--- src/rtl/cla_add_scheduler_if.sv ---
// Bundle between two adder requesters, the shared external adder
// and the result consumer of cla_add_scheduler.
interface cla_add_scheduler_if #(
  parameter int W = 64
);
  logic         req0_valid;
  logic         req0_ready;
  logic [W-1:0] req0_a;
  logic [W-1:0] req0_b;
  logic         req0_cin;
  logic         req0_last;

  logic         req1_valid;
  logic         req1_ready;
  logic [W-1:0] req1_a;
  logic [W-1:0] req1_b;
  logic         req1_cin;
  logic         req1_last;

  logic [W-1:0] add_a;
  logic [W-1:0] add_b;
  logic         add_cin;
  logic [W-1:0] add_sum;
  logic         add_cout;

  logic         rsp_valid;
  logic         rsp_ready;
  logic         rsp_id;
  logic [W-1:0] rsp_sum;
  logic         rsp_cout;
  logic         rsp_last;
  logic [7:0]   rsp_beat;

  modport slave (
    input  req0_valid, req0_a, req0_b,
    input  req0_cin, req0_last,
    output req0_ready,
    input  req1_valid, req1_a, req1_b,
    input  req1_cin, req1_last,
    output req1_ready,
    output add_a, add_b, add_cin,
    input  add_sum, add_cout,
    output rsp_valid, rsp_id, rsp_sum,
    output rsp_cout, rsp_last, rsp_beat,
    input  rsp_ready
  );

  modport master (
    output req0_valid, req0_a, req0_b,
    output req0_cin, req0_last,
    input  req0_ready,
    output req1_valid, req1_a, req1_b,
    output req1_cin, req1_last,
    input  req1_ready,
    input  add_a, add_b, add_cin,
    output add_sum, add_cout,
    input  rsp_valid, rsp_id, rsp_sum,
    input  rsp_cout, rsp_last, rsp_beat,
    output rsp_ready
  );
endinterface

--- src/rtl/cla_add_scheduler.sv ---
// Two-requester scheduler for one shared carry-lookahead adder.
// Multi-word bursts lock the grant and chain carry beat to beat.
module cla_add_scheduler #(
  parameter int W = 64
) (
  input logic               clk,
  input logic               rst,
  cla_add_scheduler_if.slave bus
);
  typedef enum logic {IDLE, LOCK} state_e;

  state_e       state_q, state_d;
  logic         rr_q, rr_d;
  logic         lock_id_q, lock_id_d;
  logic         cy_q, cy_d;
  logic [7:0]   beat_q, beat_d;

  logic         rsp_valid_q, rsp_valid_d;
  logic [W-1:0] rsp_sum_q, rsp_sum_d;
  logic         rsp_cout_q, rsp_cout_d;
  logic         rsp_id_q, rsp_id_d;
  logic         rsp_last_q, rsp_last_d;
  logic [7:0]   rsp_beat_q, rsp_beat_d;

  logic slot_free;
  logic gnt;
  logic gnt_vld;
  logic gvalid;
  logic glast;
  logic accept;

  always_comb begin
    gnt     = 1'b0;
    gnt_vld = 1'b0;
    unique case (state_q)
      IDLE: begin
        gnt_vld = bus.req0_valid | bus.req1_valid;
        gnt     = (bus.req0_valid & bus.req1_valid) ?
                  rr_q : bus.req1_valid;
      end
      LOCK: begin
        gnt_vld = 1'b1;
        gnt     = lock_id_q;
      end
    endcase
  end

  assign slot_free = ~rsp_valid_q | bus.rsp_ready;
  assign gvalid    = gnt ? bus.req1_valid : bus.req0_valid;
  assign glast     = gnt ? bus.req1_last  : bus.req0_last;

  assign bus.req0_ready = ~rst & gnt_vld & ~gnt & slot_free;
  assign bus.req1_ready = ~rst & gnt_vld &  gnt & slot_free;
  assign accept = gvalid & (gnt ? bus.req1_ready : bus.req0_ready);

  // In a locked burst the carry comes from the previous beat.
  assign bus.add_a   = gnt ? bus.req1_a : bus.req0_a;
  assign bus.add_b   = gnt ? bus.req1_b : bus.req0_b;
  assign bus.add_cin = (state_q == LOCK) ? cy_q :
                       (gnt ? bus.req1_cin : bus.req0_cin);

  always_comb begin
    state_d     = state_q;
    rr_d        = rr_q;
    lock_id_d   = lock_id_q;
    cy_d        = cy_q;
    beat_d      = beat_q;
    rsp_valid_d = rsp_valid_q;
    rsp_sum_d   = rsp_sum_q;
    rsp_cout_d  = rsp_cout_q;
    rsp_id_d    = rsp_id_q;
    rsp_last_d  = rsp_last_q;
    rsp_beat_d  = rsp_beat_q;
    if (accept) begin
      rsp_valid_d = 1'b1;
      rsp_sum_d   = bus.add_sum;
      rsp_cout_d  = bus.add_cout;
      rsp_id_d    = gnt;
      rsp_last_d  = glast;
      rsp_beat_d  = beat_q;
      cy_d        = bus.add_cout;
      if (glast) begin
        state_d = IDLE;
        beat_d  = 8'd0;
        rr_d    = ~gnt;
      end else if (state_q == IDLE) begin
        state_d   = LOCK;
        lock_id_d = gnt;
        beat_d    = 8'd1;
      end else begin
        beat_d = beat_q + 8'd1;
      end
    end else if (bus.rsp_ready) begin
      rsp_valid_d = 1'b0;
    end
  end

  always_ff @(posedge clk or posedge rst) begin
    if (rst) begin
      state_q     <= IDLE;
      rr_q        <= 1'b0;
      lock_id_q   <= 1'b0;
      cy_q        <= 1'b0;
      beat_q      <= 8'd0;
      rsp_valid_q <= 1'b0;
      rsp_sum_q   <= '0;
      rsp_cout_q  <= 1'b0;
      rsp_id_q    <= 1'b0;
      rsp_last_q  <= 1'b0;
      rsp_beat_q  <= 8'd0;
    end else begin
      state_q     <= state_d;
      rr_q        <= rr_d;
      lock_id_q   <= lock_id_d;
      cy_q        <= cy_d;
      beat_q      <= beat_d;
      rsp_valid_q <= rsp_valid_d;
      rsp_sum_q   <= rsp_sum_d;
      rsp_cout_q  <= rsp_cout_d;
      rsp_id_q    <= rsp_id_d;
      rsp_last_q  <= rsp_last_d;
      rsp_beat_q  <= rsp_beat_d;
    end
  end

  assign bus.rsp_valid = rsp_valid_q;
  assign bus.rsp_sum   = rsp_sum_q;
  assign bus.rsp_cout  = rsp_cout_q;
  assign bus.rsp_id    = rsp_id_q;
  assign bus.rsp_last  = rsp_last_q;
  assign bus.rsp_beat  = rsp_beat_q;
endmodule
--- src/flat_wrapper.sv ---
// flat-port wrapper written by rule: the top's interface ports become plain ports
module cla_add_scheduler_flat 
#(
  parameter int W = 64
)
  (clk, rst, bus_req0_valid, bus_req0_a, bus_req0_b, bus_req0_cin, bus_req0_last, bus_req0_ready, bus_req1_valid, bus_req1_a, bus_req1_b, bus_req1_cin, bus_req1_last, bus_req1_ready, bus_add_a, bus_add_b, bus_add_cin, bus_add_sum, bus_add_cout, bus_rsp_valid, bus_rsp_id, bus_rsp_sum, bus_rsp_cout, bus_rsp_last, bus_rsp_beat, bus_rsp_ready);
  cla_add_scheduler_if #(.W(W)) bus_i ();
  input logic clk;
  input logic rst;
  input wire logic [$bits(bus_i.req0_valid)-1:0] bus_req0_valid;
  input wire logic [$bits(bus_i.req0_a)-1:0] bus_req0_a;
  input wire logic [$bits(bus_i.req0_b)-1:0] bus_req0_b;
  input wire logic [$bits(bus_i.req0_cin)-1:0] bus_req0_cin;
  input wire logic [$bits(bus_i.req0_last)-1:0] bus_req0_last;
  output wire logic [$bits(bus_i.req0_ready)-1:0] bus_req0_ready;
  input wire logic [$bits(bus_i.req1_valid)-1:0] bus_req1_valid;
  input wire logic [$bits(bus_i.req1_a)-1:0] bus_req1_a;
  input wire logic [$bits(bus_i.req1_b)-1:0] bus_req1_b;
  input wire logic [$bits(bus_i.req1_cin)-1:0] bus_req1_cin;
  input wire logic [$bits(bus_i.req1_last)-1:0] bus_req1_last;
  output wire logic [$bits(bus_i.req1_ready)-1:0] bus_req1_ready;
  output wire logic [$bits(bus_i.add_a)-1:0] bus_add_a;
  output wire logic [$bits(bus_i.add_b)-1:0] bus_add_b;
  output wire logic [$bits(bus_i.add_cin)-1:0] bus_add_cin;
  input wire logic [$bits(bus_i.add_sum)-1:0] bus_add_sum;
  input wire logic [$bits(bus_i.add_cout)-1:0] bus_add_cout;
  output wire logic [$bits(bus_i.rsp_valid)-1:0] bus_rsp_valid;
  output wire logic [$bits(bus_i.rsp_id)-1:0] bus_rsp_id;
  output wire logic [$bits(bus_i.rsp_sum)-1:0] bus_rsp_sum;
  output wire logic [$bits(bus_i.rsp_cout)-1:0] bus_rsp_cout;
  output wire logic [$bits(bus_i.rsp_last)-1:0] bus_rsp_last;
  output wire logic [$bits(bus_i.rsp_beat)-1:0] bus_rsp_beat;
  input wire logic [$bits(bus_i.rsp_ready)-1:0] bus_rsp_ready;
  assign bus_i.req0_valid = bus_req0_valid;
  assign bus_i.req0_a = bus_req0_a;
  assign bus_i.req0_b = bus_req0_b;
  assign bus_i.req0_cin = bus_req0_cin;
  assign bus_i.req0_last = bus_req0_last;
  assign bus_req0_ready = bus_i.req0_ready;
  assign bus_i.req1_valid = bus_req1_valid;
  assign bus_i.req1_a = bus_req1_a;
  assign bus_i.req1_b = bus_req1_b;
  assign bus_i.req1_cin = bus_req1_cin;
  assign bus_i.req1_last = bus_req1_last;
  assign bus_req1_ready = bus_i.req1_ready;
  assign bus_add_a = bus_i.add_a;
  assign bus_add_b = bus_i.add_b;
  assign bus_add_cin = bus_i.add_cin;
  assign bus_i.add_sum = bus_add_sum;
  assign bus_i.add_cout = bus_add_cout;
  assign bus_rsp_valid = bus_i.rsp_valid;
  assign bus_rsp_id = bus_i.rsp_id;
  assign bus_rsp_sum = bus_i.rsp_sum;
  assign bus_rsp_cout = bus_i.rsp_cout;
  assign bus_rsp_last = bus_i.rsp_last;
  assign bus_rsp_beat = bus_i.rsp_beat;
  assign bus_i.rsp_ready = bus_rsp_ready;
  cla_add_scheduler #(.W(W)) u_core (.clk(clk), .rst(rst), .bus(bus_i));
endmodule
--- config.mk ---
export PLATFORM = sky130hd
export DESIGN_NAME = cla_add_scheduler_flat
export DESIGN_NICKNAME = d
export VERILOG_FILES = /design/src/rtl/cla_add_scheduler_if.sv /design/src/rtl/cla_add_scheduler.sv /design/src/flat_wrapper.sv
export SDC_FILE = /design/constraint.sdc
export NUM_CORES = 1
export LEC_CHECK = 0
export CELL_PAD_IN_SITES_DETAIL_PLACEMENT = 0
export CELL_PAD_IN_SITES_GLOBAL_PLACEMENT = 2
export CORE_AREA = 5 5 208 210
export DETAILED_ROUTE_END_ITERATION = 10
export DIE_AREA = 0 0 213 215
export PLACE_DENSITY_LB_ADDON = 0.15
export SLEW_MARGIN = 20
export SYNTH_ARGS = -nofsm -noshare
export SYNTH_HDL_FRONTEND = slang
export SYNTH_SLANG_ARGS = --single-unit
--- constraint.sdc ---
create_clock -name clk -period 13.7 [get_ports clk]
set_input_delay 4.11 -clock clk [delete_from_list [all_inputs] [get_ports clk]]
set_output_delay 4.11 -clock clk [all_outputs]
set_load 0.005 [all_outputs]
==> impl_metrics.ini, run 1 <==
[clocking]
htree_num_levels = 3
cts_tree = done
clk_latency_ns = 0.36
clk_path_buf_depth = 2
clock_sinks = 87
root_buffer = clkbuf_16
cts_resized = 0
clk_pin_slew_ns = 0.06
cts_setup_buffers = 0
hold_buffers = 0
cts_buffers = 9

[yosys]
synth_area_um2 = 5086
synthArstFlopShare_pct = 100.0
yosys-top-cells-area = dfrtp_1, mux2_2, nand2_1
postSynthCellCount = 537
syn_nets = 868
synth_edf_count = 0
synth_top_area_share_pct = 42.80
ys_seq_elements = 87
synth_warnings = 0
yosysUniqueCellTypes = 31
yosys.area.top_type = dfrtp_1
synthFlopType = dfrtp_1
synth_area_per_cell_um2 = 9.471
ys_seq_area_share_pct = 42.80

[hold_path]
hp-class = flop to flop
hold_path_depth = 2
min-delay-start = u_core.bus.rsp_sum[13]$_DFFE_PP0P_
min_to = u_core.bus.rsp_sum[13]$_DFFE_PP0P_

[timing]
rsz0062_at_grt = false
finalHoldViolCount = 0
skew_ns = 0.01102
slew_violations = 0
relSlewSlack_pct = 42.72
fin_crit_sh_pct = 79.14
fmaxAchievable_mhz = 92.23
tightest_slew_ns = 0.8588
fin_ws_ns = 2.858
setup_viol = 0
min_period_ns = 10.84
tns_ns = 0

[power_and_ir_drop]
p_switching_mw = 0.6181
internal-power_mw = 1.172
power_density_nw_per_um2 = 158.9
combPwrFrac_pct = 63.6
p_clk_share_pct = 13.1
vdd_drop_max_mv = 0.1044
swShare_pct = 34.52
power_frac_seq_pct = 23.3
p_leak_nw = 4.636

[layout]
fin_nets = 1387
multiInputGateArea_um2 = 2716
fin_util_pct = 27.23
fillers = 4408
register_area_um2 = 2177
layout-drive-gt1-share_pct = 14.15
area_growth_pct = 121.6

[detailed_routing]
drtIter0Drc = 280
viasPerCell = 3.680
wire_per_inst_um = 23.17
vias = 5906
ant_nets = 0
first_pass_iters = 4
wirelength_um = 37190
drcViolationCount = 0

[setup_path]
crit_required_ns = 9.59
path_buf_inv = 4
reg2reg_from = u_core.state_q$_DFFE_PP0P_
cp_slowest_cell = clkdlybuf4s50_1
cp-start-kind = primary input
crit_type = primary input to output port
crit_fanout = 93
rr_worst_depth = 5
cpMostUsedCell = clkdlybuf4s50_1
crit_arrival_ns = 6.73
worst_path_largest_cell_delay_ns = 0.62
cp_cell_sequence = clkdlybuf4s50_1 > inv_1 > o31ai_4 > buf_12 > mux2_2 > clkdlybuf4s50_1
r2r_setup_slack_ns = 10.68
crit_family = buffers and inverters
r2r_end = u_core.beat_q[5]$_DFFE_PP0P_
endpoint_kind = output port

[floorplan]
die_h_um = 215
row_count = 75
start_util_pct = 12.29
dieArea_um2 = 45800
die_w_um = 213
io_pins = 537
coreArea_um2 = 41380

[global_route]
grt_max_degree = 94
grt_pass1_vias = 6367
gr-total-overflow = 0
grt_first_pass_wirelength_um = 49830
grt_antenna_before_repair = 7
track_usage_pct = 15.37

[job]
max-cap-violations = 0

[placement]
globalplace.congestion = 0.8449
port_buffers = 536
pre_cts_ws_ns = 2.895
dp_hpwl_um = 31260

[outcome]
run_status = finished, final reports clean
-- state kept, by name, summed over array words and instances, names as in the netlist --
signal and cells:
u_core.bus.rsp_sum 64, u_core.beat_q 8, u_core.bus.rsp_beat 8, u_core.bus.rsp_id 1, u_core.bus.rsp_last 1, u_core.bus.rsp_valid 1
u_core.cy_q 1, u_core.lock_id_q 1, u_core.rr_q 1, u_core.state_q 1
-- cells in the final DEF, fill, tap and decap left out, types with 2 or more instances in the layout --
cell	Yosys	routed
clkdlybuf4s50_1	0	536
nand2_1	229	229
mux2_2	129	129
dfrtp_1	87	87
clkbuf_16	0	9
o21ai_0	7	7
diode_2	0	6
a21oi_1	6	6
a22o_1	6	6
nor2b_1	5	5
nand3_1	5	5
nor2_1	4	4
buf_4	17	4
mux2i_1	3	3
and3_1	3	3
clkbuf_1	4	3
inv_1	3	2
and2_1	2	2
or4_1	2	2
-- area by class of cell --
type	instances	share of cell area, %
Timing Repair Buffer	541	48.05
Multi-Input combinational cell	414	24.10
Sequential cell	87	19.32
Tap cell	539	5.984
Clock buffer	12	2.098
Clock inverter	3	0.1887
Antenna cell	6	0.1332
Inverter	3	0.1221
-- worst max path at each step --
stage / slack [ns] / cells past startpoint / end / start
after floorplan: 3.08 / 4 / bus_req0_ready / rst
after global placement: 2.88 / 6 / bus_add_a[60] / bus_req1_valid
after detailed placement: 2.89 / 6 / bus_add_a[60] / bus_req1_valid
after CTS: 2.89 / 6 / bus_add_a[60] / bus_req1_valid
after global routing: 2.75 / 6 / bus_add_b[42] / bus_req1_valid
final: 2.86 / 6 / bus_add_b[46] / bus_req1_valid
-- power by group through the flow --
stage | Clock, mW | Combinational [mW] | Sequential, mW
final | 0.234 | 1.14 | 0.417
after global placement | 0 | 1.18 | 0.419
after floorplan | 0 | 0.461 | 0.421
after detailed placement | 0 | 1.16 | 0.421
after global routing | 0.256 | 1.23 | 0.432
after CTS | 0.248 | 1.17 | 0.419
-- synth_stat cells, drive strengths merged (2+ instances only) --
cell / count
o21ai: 7
nor2b: 5
nand3: 5
dfrtp: 87
nor2: 4
and2: 2
buf: 29
and3: 3
a21oi: 6
or4: 2
mux2: 129
nand2: 229
a22o: 6
mux2i: 3
inv: 3
clkbuf: 4
o31ai: 2
-- worst reg2reg max path, cell delays in order, from the launching register on --
cell and delay, ns:
dfrtp_1 0.63, a21boi_0 0.28, o2111ai_4 0.75, buf_4 0.70, nor2_1 0.29, a22o_1 0.25
-- through the flow --
step | cells | hold WS, ns | power, mW | cell area, um2
2_1_floorplan | 537 | 0.4667 | 0.8823 | 5086
3_3_place_gp | 1584 | 0.4558 | 1.596 | 11000
3_5_place_dp | 1584 | 0.4613 | 1.584 | 11000
4_1_cts | 1599 | 0.4780 | 1.835 | 11250
5_1_grt | 1602 | 0.4965 | 1.915 | 11260
6_report | 1605 | 0.4719 | 1.790 | 11270
-- routing by layer --
metal	part of all wire [%]	global-route usage, %
met1	36	15.89
met2	55	29.89
met3	8.1	4.477
met4	1.4	3.840
met5	0.13	0
-- cell families (layout without fill, tap and decap cells) --
kind of cell	Yosys count	in the layout	share of synthesized area, %
and+or+nand+nor	255	255	19.90
muxes	132	132	29.15
DFF	87	87	42.80
buffers and inverters	36	559	4.329
AOI/OAI and AO/OA	26	26	3.567
adders and majority gates	1	1	0.2460
other	0	6	0
Note: power is estimated with default switching activity, not from simulation.
==> run 2: changes to the inputs <==
--- a/config.mk
+++ b/config.mk
@@ -7,9 +7,9 @@
 export LEC_CHECK = 0
 export CELL_PAD_IN_SITES_DETAIL_PLACEMENT = 0
 export CELL_PAD_IN_SITES_GLOBAL_PLACEMENT = 2
-export CORE_AREA = 5 5 208 210
+export CORE_AREA = 5 5 203 205
 export DETAILED_ROUTE_END_ITERATION = 10
-export DIE_AREA = 0 0 213 215
+export DIE_AREA = 0 0 208 210
 export PLACE_DENSITY_LB_ADDON = 0.15
 export SLEW_MARGIN = 20
 export SYNTH_ARGS = -nofsm -noshare
==> constraint.sdc (replaced) <==
create_clock -name clk -period 10.1 [get_ports clk]
set_input_delay 3.03 -clock clk [delete_from_list [all_inputs] [get_ports clk]]
set_output_delay 3.03 -clock clk [all_outputs]
set_load 0.005 [all_outputs]
==> impl_metrics.ini, run 2 (synthesized netlist as in run 1, its figures left out) <==
[setup_path]
worst_path_largest_cell_delay_ns = 0.82
r2r_end = u_core.beat_q[3]$_DFFE_PP0P_
crit_required_ns = 7.07
endpoint_kind = output port
cp_slowest_cell = o31ai_4
crit_type = primary input to output port
reg2reg_from = u_core.state_q$_DFFE_PP0P_
crit_fanout = 39
cp_cell_sequence = clkdlybuf4s50_1 > inv_1 > o31ai_4 > buf_12 > mux2_2 > clkdlybuf4s50_1
cpMostUsedCell = clkdlybuf4s50_1
rr_worst_depth = 5
r2r_setup_slack_ns = 7.28
cp-start-kind = primary input
crit_arrival_ns = 5.84

[layout]
final_area_um2 = 11400
final_cell_mix = clkdlybuf4s50_1, nand2_1, mux2_2, dfrtp_1, clkbuf_16
area_growth_pct = 124.2
fin_util_pct = 29.03
fillers = 4184
largest_reg_flops = 64
fin_nets = 1391
layout_commonest_cell = clkdlybuf4s50_1
layoutNonFillerInstCount = 1598
layout-drive-gt1-share_pct = 14.84

[power_and_ir_drop]
swShare_pct = 33.60
combPwrFrac_pct = 62.9
vdd_drop_max_mv = 0.1122
power_frac_seq_pct = 22.4
p_switching_mw = 0.8498
p_clk_share_pct = 14.7
p_leak_nw = 4.715
power_density_nw_per_um2 = 221.8
internal-power_mw = 1.680

[hold_path]
hp-class = flop to flop
hold_path_depth = 2
min_to = u_core.bus.rsp_sum[35]$_DFFE_PP0P_
min-delay-start = u_core.bus.rsp_sum[35]$_DFFE_PP0P_

[clocking]
cts_resized = 0
clock_sinks = 87
clk_latency_ns = 0.36
cts_tree = done
cts_buffers = 9
hold_buffers = 0
cts_setup_buffers = 0
clk_path_buf_depth = 2
htree_num_levels = 3
root_buffer = clkbuf_16
clk_pin_slew_ns = 0.07

[floorplan]
start_util_pct = 12.95
coreArea_um2 = 39280
io_pins = 537
die_h_um = 210
row_count = 73
die_w_um = 208
dieArea_um2 = 43680

[detailed_routing]
ant_nets = 0
drtIter0Drc = 171
vias = 5844
first_pass_iters = 4
viasPerCell = 3.657
wirelength_um = 35370
wire_per_inst_um = 22.13
drcViolationCount = 0

[placement]
globalplace.congestion = 0.8751
port_buffers = 536
place_inst = 1574
placed_cell_area_um2 = 11050
dp_hpwl_um = 29760

[global_route]
grt_first_pass_wirelength_um = 48690
grt_max_degree = 83
track_usage_pct = 15.36
grt_antenna_before_repair = 8
gr-total-overflow = 0
grt_pass1_vias = 6309

[job]
max-cap-violations = 0

[timing]
tightest_slew_ns = 0.9658
min_period_ns = 8.870
slew_violations = 0
relSlewSlack_pct = 35.61
setup_viol = 0
fin_crit_sh_pct = 87.82
fmaxAchievable_mhz = 112.7
rsz0062_at_grt = false
finalHoldViolCount = 0
tns_ns = 0
skew_ns = 0.01000
worst_hold_slack_ns = 0.4719

[outcome]
run_status = finished, final reports clean
## run 2: changes by cell type in the layout (fill, tap and decap cells not counted), sizes merged
cell	change
clkinv	-1
inv	+1
bufinv	+1
clkbuf	+1
diode	+2
buf	+4
clkinvlp	-1
## run 2: cell type report
cell class                      count  area, um2  area share [%]
Inverter                            3      13.76          0.1207
Tap cell                          525      656.9           5.761
Sequential cell                    87       2177           19.09
Timing Repair Buffer              545       5483           48.09
Multi-Input combinational cell    414       2724           23.89
Antenna cell                        8      20.02          0.1756
Clock buffer                       13      280.3           2.458
Clock inverter                      3      47.55          0.4170
## run 2: worst max-delay path by stage
stage	to	from	depth (start not counted)	slack, ns
3_3_place_gp	bus_add_a[5]	bus_req1_valid	6	1.21
3_5_place_dp	bus_add_a[5]	bus_req1_valid	6	1.17
6_report	bus_add_b[55]	bus_req1_valid	6	1.23
2_1_floorplan	bus_req0_ready	rst	4	1.64
4_1_cts	bus_add_a[5]	bus_req1_valid	6	1.18
5_1_grt	bus_add_b[48]	bus_req1_valid	6	1.06
## run 2: power groups by stage
| stage | combinational [mW] | clock, mW | sequential [mW] |
|---|---|---|---|
| 2_1_floorplan | 0.626 | 0 | 0.571 |
| 3_5_place_dp | 1.62 | 0 | 0.571 |
| 6_report | 1.59 | 0.372 | 0.566 |
| 3_3_place_gp | 1.63 | 0 | 0.570 |
| 5_1_grt | 1.71 | 0.401 | 0.587 |
| 4_1_cts | 1.63 | 0.391 | 0.568 |
## run 2: layer usage
metal	share of wire [%]	vias up	track usage (%)	routed length (um)
met5	0.020	-	0	7
met4	1.2	2	4.190	436
met3	6.0	21	4.257	2115
met2	54	228	28.03	18970
met1	39	2757	17.70	13840
li1	-	2836	-	-
## run 2: stage by stage
stage	power, mW	setup WS [ns]
after floorplan	1.197	1.642
after global placement	2.202	1.206
after detailed placement	2.192	1.167
after CTS	2.589	1.178
after global routing	2.699	1.064
final	2.529	1.230
## run 2: worst max-delay path, delay by kind of cell
family / cells / cell delay [ns]
multiplexers: 1 / 0.38
AO/OA/AOI/OAI: 1 / 0.82
buffers and inverters: 4 / 1.59
==> run 3: changes to the inputs <==
--- a/config.mk
+++ b/config.mk
@@ -5,12 +5,15 @@
 export SDC_FILE = /design/constraint.sdc
 export NUM_CORES = 1
 export LEC_CHECK = 0
+export CAP_MARGIN = 20
 export CELL_PAD_IN_SITES_DETAIL_PLACEMENT = 0
 export CELL_PAD_IN_SITES_GLOBAL_PLACEMENT = 2
-export CORE_AREA = 5 5 203 205
+export CORE_ASPECT_RATIO = 0.5
+export CORE_MARGIN = 5
+export CORE_UTILIZATION = 14
 export DETAILED_ROUTE_END_ITERATION = 10
-export DIE_AREA = 0 0 208 210
 export PLACE_DENSITY_LB_ADDON = 0.15
+export SETUP_SLACK_MARGIN = 0.3
 export SLEW_MARGIN = 20
 export SYNTH_ARGS = -nofsm -noshare
 export SYNTH_HDL_FRONTEND = slang
==> impl_metrics.ini, run 3 (synthesized netlist as in run 1, its figures left out) <==
[outcome]
run_status = finished, final reports clean

[setup_path]
cp-start-kind = primary input
cpMostUsedCell = clkdlybuf4s50_1
crit_arrival_ns = 5.66
crit_fanout = 33
reg2reg_from = u_core.state_q$_DFFE_PP0P_
cp.depth = 6
r2r_end = u_core.beat_q[4]$_DFFE_PP0P_
crit_family = buffers and inverters
worstSetupEndpoint = bus_add_a[16]
cp_cell_sequence = clkdlybuf4s50_1 > inv_1 > o31ai_4 > buf_4 > mux2_2 > clkdlybuf4s50_1
crit_start = bus_req1_valid
crit_required_ns = 7.07
endpoint_kind = output port
r2r_setup_slack_ns = 7.25
cp_slowest_cell = clkdlybuf4s50_1
worst_path_largest_cell_delay_ns = 0.59
path_buf_inv = 4
rr_worst_depth = 5
crit_type = primary input to output port

[power_and_ir_drop]
p_leak_nw = 4.667
swShare_pct = 33.57
vdd_drop_max_mv = 0.09794
p_clk_share_pct = 14.3
power_density_nw_per_um2 = 217.5
power_frac_seq_pct = 23.2
combPwrFrac_pct = 62.5
p_switching_mw = 0.8219
internal-power_mw = 1.626

[global_route]
grt_antenna_before_repair = 11
grt_pass1_vias = 5873
gr-total-overflow = 0
track_usage_pct = 15.65
grt_first_pass_wirelength_um = 45730
grt_max_degree = 83

[timing]
tns_ns = 0
finalHoldViolCount = 0
slew_violations = 0
fin_crit_sh_pct = 86.01
rsz0062_at_grt = false
fmaxAchievable_mhz = 115.1
worst_hold_slack_ns = 0.4731
setup_viol = 0
fin_ws_ns = 1.413
tightest_slew_ns = 0.9376
skew_ns = 0.006909
relSlewSlack_pct = 37.49
min_period_ns = 8.687

[clocking]
cts_setup_buffers = 0
clk_pin_slew_ns = 0.06
hold_buffers = 0
root_buffer = clkbuf_16
cts_tree = done
cts_resized = 0
htree_num_levels = 3
clock_sinks = 87
cts_buffers = 9
clk_latency_ns = 0.34
clk_path_buf_depth = 2

[detailed_routing]
drcViolationCount = 0
wirelength_um = 34970
drtIter0Drc = 247
viasPerCell = 3.766
first_pass_iters = 4
ant_nets = 0
wire_per_inst_um = 22.55
vias = 5841

[layout]
register_area_um2 = 2177
layout_commonest_cell = clkdlybuf4s50_1
largest_reg_flops = 64
area_growth_pct = 121.3
fillers = 3712
multiInputGateArea_um2 = 2716
layout-drive-gt1-share_pct = 14.60
final_cell_mix = clkdlybuf4s50_1, nand2_1, mux2_2, dfrtp_1, clkbuf_16
fin_nets = 1388

[job]
max-cap-violations = 0

[placement]
port_buffers = 536
pre_cts_ws_ns = 1.414
dp_hpwl_um = 29440
globalplace.congestion = 0.9346

[floorplan]
io_pins = 537
die_h_um = 144.8
start_util_pct = 14.18
die_w_um = 279.6
dieArea_um2 = 40470
coreArea_um2 = 35870
row_count = 49

[hold_path]
hp-class = flop to flop
## run 3: area by class of cell
class	count	area share, %
clock inverter	6	0.6115
timing repair buffer	542	48.18
clock buffer	10	2.123
antenna	5	0.1112
inverter	3	0.1112
tap	484	5.381
sequential	87	19.34
multi-input combinational	414	24.14
## run 3: power by group through the flow
stage | sequential (mW) | clock (mW) | combinational (mW)
2_1_floorplan | 0.571 | 0 | 0.626
3_3_place_gp | 0.571 | 0 | 1.56
3_5_place_dp | 0.573 | 0 | 1.56
4_1_cts | 0.568 | 0.367 | 1.57
5_1_grt | 0.587 | 0.378 | 1.63
6_report | 0.567 | 0.350 | 1.53
## run 3: how the worst min path moves through the flow
stage                     slack (ns)  cells after the start                                 end                          startpoint
after floorplan                 0.47                      2  u_core.bus.rsp_sum[63]$_DFFE_PP0P_  u_core.bus.rsp_sum[63]$_DFFE_PP0P_
after global placement          0.46                      2  u_core.bus.rsp_sum[22]$_DFFE_PP0P_  u_core.bus.rsp_sum[22]$_DFFE_PP0P_
after CTS                       0.48                      2  u_core.bus.rsp_sum[11]$_DFFE_PP0P_  u_core.bus.rsp_sum[11]$_DFFE_PP0P_
final                           0.47                      2  u_core.bus.rsp_sum[11]$_DFFE_PP0P_  u_core.bus.rsp_sum[11]$_DFFE_PP0P_
after detailed placement        0.46                      2  u_core.bus.rsp_sum[34]$_DFFE_PP0P_  u_core.bus.rsp_sum[34]$_DFFE_PP0P_
after global routing            0.49                      2  u_core.bus.rsp_sum[12]$_DFFE_PP0P_  u_core.bus.rsp_sum[12]$_DFFE_PP0P_
## run 3: metal layers
metal	up-vias	GRT usage, %	wire (um)
li1	2829	-	-
met1	2776	16.79	12700
met2	183	30.22	19300
met3	41	4.457	2171
met4	12	4.734	740
met5	-	0	64
## run 3: stage by stage
stage	std cells	power, mW	utilization [%]	area, um2
3_3_place_gp	1530	2.127	30.49	10930
2_1_floorplan	537	1.197	-	5086
4_1_cts	1546	2.501	31.34	11240
3_5_place_dp	1530	2.132	30.49	10930
5_1_grt	1551	2.599	31.38	11250
6_report	1551	2.448	31.38	11250
## run 3: worst min-delay path, stage by stage (launching register included)
cell and delay [ns]:
dfrtp_1 0.34, nand2_1 0.05, nand2_1 0.05
